==> src/rtl/bitstream_accumulator.sv <==
// Counts the ones in each N-sample frame of a sigma-delta bitstream aligned to an external mod-N counter.
// Optional feature macro BITSTREAM_ACC_OVERRUN_HOLD_EN: on overrun keep the unread result and raise sticky o_ovr.
module bitstream_accumulator #(
    parameter int CW = 4,
    parameter int N  = 10,
    parameter int OW = 8
) (
    input  logic          i_clk,
    input  logic          i_rst,
    input  logic          i_en,
    input  logic          i_bit,
    input  logic [CW-1:0] i_cnt,
    input  logic          i_ready,
    output logic [OW-1:0] o_data,
    output logic          o_valid,
    output logic          o_err,
    output logic          o_ovr
);

    localparam logic [0:0]    IDLE     = 1'b0;
    localparam logic [0:0]    ACCUM    = 1'b1;
    localparam logic [CW-1:0] LAST_CNT = CW'(N - 1);

    logic [0:0]    state;
    logic [OW-1:0] acc;
    logic [CW-1:0] exp_cnt;

    logic          cnt_match;
    logic          frame_end;
    logic          sync_loss;
    logic [OW-1:0] bit_ext;
    logic [OW-1:0] result;

    always_comb begin
        bit_ext   = {{(OW-1){1'b0}}, i_bit};
        result    = acc + bit_ext;
        cnt_match = (i_cnt == exp_cnt);
        frame_end = i_en && (state == ACCUM) && cnt_match && (exp_cnt == LAST_CNT);
        sync_loss = i_en && (state == ACCUM) && !cnt_match;
    end

    // Frame tracker: follows the upstream counter, drops back to IDLE on any count it did not expect.
    always_ff @(posedge i_clk or posedge i_rst) begin
        if (i_rst) begin
            state   <= IDLE;
            acc     <= '0;
            exp_cnt <= '0;
        end else if (i_en) begin
            case (state)
                IDLE: begin
                    if (i_cnt == '0) begin
                        acc     <= bit_ext;
                        exp_cnt <= CW'(1);
                        state   <= ACCUM;
                    end
                end
                ACCUM: begin
                    if (!cnt_match) begin
                        acc     <= '0;
                        exp_cnt <= '0;
                        state   <= IDLE;
                    end else if (exp_cnt == LAST_CNT) begin
                        acc     <= '0;
                        exp_cnt <= '0;
                    end else begin
                        acc     <= result;
                        exp_cnt <= exp_cnt + CW'(1);
                    end
                end
                default: begin
                    acc     <= '0;
                    exp_cnt <= '0;
                    state   <= IDLE;
                end
            endcase
        end
    end

    always_ff @(posedge i_clk or posedge i_rst) begin
        if (i_rst) begin
            o_err <= 1'b0;
        end else begin
            o_err <= sync_loss;
        end
    end

`ifdef BITSTREAM_ACC_OVERRUN_HOLD_EN
    logic ovr_q;

    // An unread result that is not being consumed this edge wins over the new one.
    always_ff @(posedge i_clk or posedge i_rst) begin
        if (i_rst) begin
            o_data  <= '0;
            o_valid <= 1'b0;
            ovr_q   <= 1'b0;
        end else if (frame_end) begin
            if (o_valid && !i_ready) begin
                ovr_q <= 1'b1;
            end else begin
                o_data  <= result;
                o_valid <= 1'b1;
            end
        end else if (o_valid && i_ready) begin
            o_valid <= 1'b0;
        end
    end

    assign o_ovr = ovr_q;
`else
    // A new result always replaces the held one, so overrun is never reported.
    always_ff @(posedge i_clk or posedge i_rst) begin
        if (i_rst) begin
            o_data  <= '0;
            o_valid <= 1'b0;
        end else if (frame_end) begin
            o_data  <= result;
            o_valid <= 1'b1;
        end else if (o_valid && i_ready) begin
            o_valid <= 1'b0;
        end
    end

    assign o_ovr = 1'b0;
`endif

endmodule

==> config.mk <==
export PLATFORM = sky130hd
export DESIGN_NAME = bitstream_accumulator
export DESIGN_NICKNAME = d
export VERILOG_FILES = /design/src/rtl/bitstream_accumulator.sv
export SDC_FILE = /design/constraint.sdc
export NUM_CORES = 1
export LEC_CHECK = 0
export CORE_ASPECT_RATIO = 1.75
export CORE_MARGIN = 10
export CORE_UTILIZATION = 52
export CTS_CLUSTER_DIAMETER = 100
export DETAILED_ROUTE_END_ITERATION = 12
export GPL_TIMING_DRIVEN = 1
export MAX_ROUTING_LAYER = met4
export PLACE_DENSITY = 0.76
export SLEW_MARGIN = 20
export SYNTH_ARGS = -nofsm -noshare
export SYNTH_HDL_FRONTEND = slang
export SYNTH_SLANG_ARGS = --single-unit
export TNS_END_PERCENT = 30
==> constraint.sdc <==
create_clock -name i_clk -period 2.1 [get_ports i_clk]
set_input_delay 0.315 -clock i_clk [delete_from_list [all_inputs] [get_ports i_clk]]
set_output_delay 0.315 -clock i_clk [all_outputs]
set_load 0.01 [all_outputs]
==> results.yml <==
finish:
  diodes: 0
  final_cell_mix: "dfrtp_1 (23), clkdlybuf4s50_1 (18), nand2_1 (13)"
  multi_input_area_um2: 634
  layout_commonest_cell: "dfrtp_1"
  nFillCells: 190
  areaGrowthSynthToFinish_pct: 24.6
  regArea_um2: 576
  drive_gt1_frac: 0.153
  layout.nets: 164
synth:
  synthCells: 122
  netlist_area_mm2: 0.00125
  synth_compound_area_frac: 0.110
  ys.flop_type: "dfrtp_1"
  synth-async-reset-ratio: 1.00
  synthAdderAreaFrac: 0.0401
  yosys.area_share.simple: 0.206
  synth_xor_area_frac: 0.0772
  synth_edf_count: 0
  syn-mean-instance-area_um2: 10.2
  synth_seq_cells: 23
  synth_top_family_by_area: "simple AND/OR/NAND/NOR gates"
  ys_warn_count: 0
  synthMuxAreaShare: 0.0711
  ys_seq_area_frac: 0.461
  synth.distinct_cells: 37
  syn-num-nets: 135
critical_path:
  critPathRequiredTime_ns: 2.25
  path_class: "in2reg"
  worst_setup_path_start_kind: "input pin"
  end_kind: "register"
  worstPathMaxFanout: 9
  arrival_ns: 1.96
sta:
  skew_ns: 0.00340
  slew_violations: 0
  final-hold-violation-count: 0
  fin_crit_sh: 0.863
  setup_tns_ns: 0
  final.setup.worst_slack_ns: 0.287
  rsz0062_at_grt: "false"
  setup_viol: 0
  period_needed_ns: 1.81
  fmax_mhz: 551
run:
  cap_viol_max_count: 0
clock_network:
  cts_root_buffer: "clkbuf_8"
  cts_sinks: 23
  cts.path.max_buffers: 2
  cts_resized: 0
  worstSkewPairLatency_ns: 0.26
  post_cts_buffers: 0
  cts-htree-levels: 1
  ctsHoldBuffers: 0
  path_clk_slew_ns: 0.07
  cts_buffers: 3
  cts_tree: "done"
power:
  cellPowerDensity_mw_per_mm2: 699
  p_leak_nw: 0.710
  finalPower_mw: 1.09
  ir_drop_mv: 0.675
die:
  ios: 20
  num_rows: 23
  start_util: 0.542
  die_x_um: 57.0
  core_mm2: 0.00230
  fp.dieH_um: 84.8
  die_area_mm2: 0.00484
place:
  place_ws_ns: 0.00536
  portBuffers: 18
  globalplace.congestion: 0.777
  hpwl_um: 2220
global_routing:
  globalRouteOverflowTotal: 0
  grt_max_degree: 24
  grt_antenna_before_repair: 0
  track_usage: 0.125
  grt_pass1_vias: 1043
  grt_pass1_wl_um: 4850
min_path:
  hold_class: "in2async"
routing:
  vias: 986
  antenna_left: 0
  route.detailed.drc: 0
  routedWlPerCell_um: 15.8
  routed_wl_um: 2760
  first_iter_violations: 13
  drtPass1Iterations: 4
  via_per_inst: 5.63
status:
  outcome: "complete, no violations"
-- final cells by class --
| cell class | count | share of cell area |
|---|---|---|
| multi-input combinational | 90 | 0.408 |
| sequential | 23 | 0.370 |
| timing repair buffer | 27 | 0.159 |
| clock buffer | 4 | 0.0289 |
| tap | 25 | 0.0201 |
| inverter | 6 | 0.0145 |
-- cell families (layout without fill, tap and decap cells) --
group	after synthesis	in the layout
other	1	1
buffers and inverters	9	37
multiplexers	8	8
AND/OR/NAND/NOR	45	45
adder cells (fa/ha/maj)	4	4
XOR/XNOR	11	11
AO/OA/AOI/OAI	21	21
flip-flops	23	23
-- stage by stage --
stage               hold slack, ns   util  area (µm²)  cells
floorplan                    0.317      -        1250    122
global placement             0.488  0.657        1510    171
detailed placement           0.494  0.657        1510    171
CTS                          0.390  0.676        1560    175
global route                 0.399  0.676        1560    175
finish                       0.379  0.676        1560    175
-- report_power, final --
group	switching (mW)	leakage [nW]	internal [mW]
combinational	0.148	0.378	0.128
clock	0.133	0.0228	0.135
sequential	0.0632	0.309	0.480
-- worst max-delay path, cell delays in order --
cell and delay [ns]:
clkdlybuf4s50_1 0.44, xor2_1 0.20, nor4_4 0.39, nand4_4 0.26
mux2_2 0.35
-- layer usage --
metal | share of wire | track usage
met1 | 0.37 | 0.121
met2 | 0.58 | 0.230
met5 | 0 | -
met3 | 0.034 | 0.0254
met4 | 0.017 | 0.0515
-- synthesized netlist by cell type, types with 2 or more instances --
master | count | share of area
a31oi_1 | 2 | 0.010
a32oi_1 | 2 | 0.014
dfrtp_1 | 23 | 0.46
o31ai_1 | 2 | 0.012
o22ai_1 | 2 | 0.010
or2_2 | 2 | 0.010
nand4_1 | 5 | 0.025
ha_1 | 4 | 0.040
mux2_2 | 7 | 0.063
o21ai_0 | 4 | 0.016
and3_1 | 2 | 0.010
inv_1 | 6 | 0.018
o211ai_1 | 3 | 0.018
a22oi_1 | 2 | 0.012
xnor2_1 | 4 | 0.028
nor2_1 | 9 | 0.027
a21oi_1 | 2 | 0.0080
nand3_1 | 3 | 0.012
nand2_1 | 13 | 0.039
xor2_1 | 7 | 0.049
and2_1 | 2 | 0.010
-- worst paths after layout --
path                        endpoint  slack, ns  cells past startpoint  startpoint
setup reg to reg           o_data[2]       0.30                      4  exp_cnt[3]
setup / recovery           o_data[2]       0.29                      5    i_cnt[0]
hold reg to reg            o_data[3]       0.50                      1   o_data[3]
max in group asynchronous     acc[5]       1.50                      3       i_rst
min in group i_clk         o_data[3]       0.50                      1   o_data[3]
hold / removal             o_data[3]       0.38                      3       i_rst
-- registers in the layout, indices dropped and copies added (netlist names) --
signal   flops
acc          8
o_data       8
exp_cnt      4
o_err        1
o_valid      1
state        1
No activity file was read; power rests on OpenSTA's default activity.
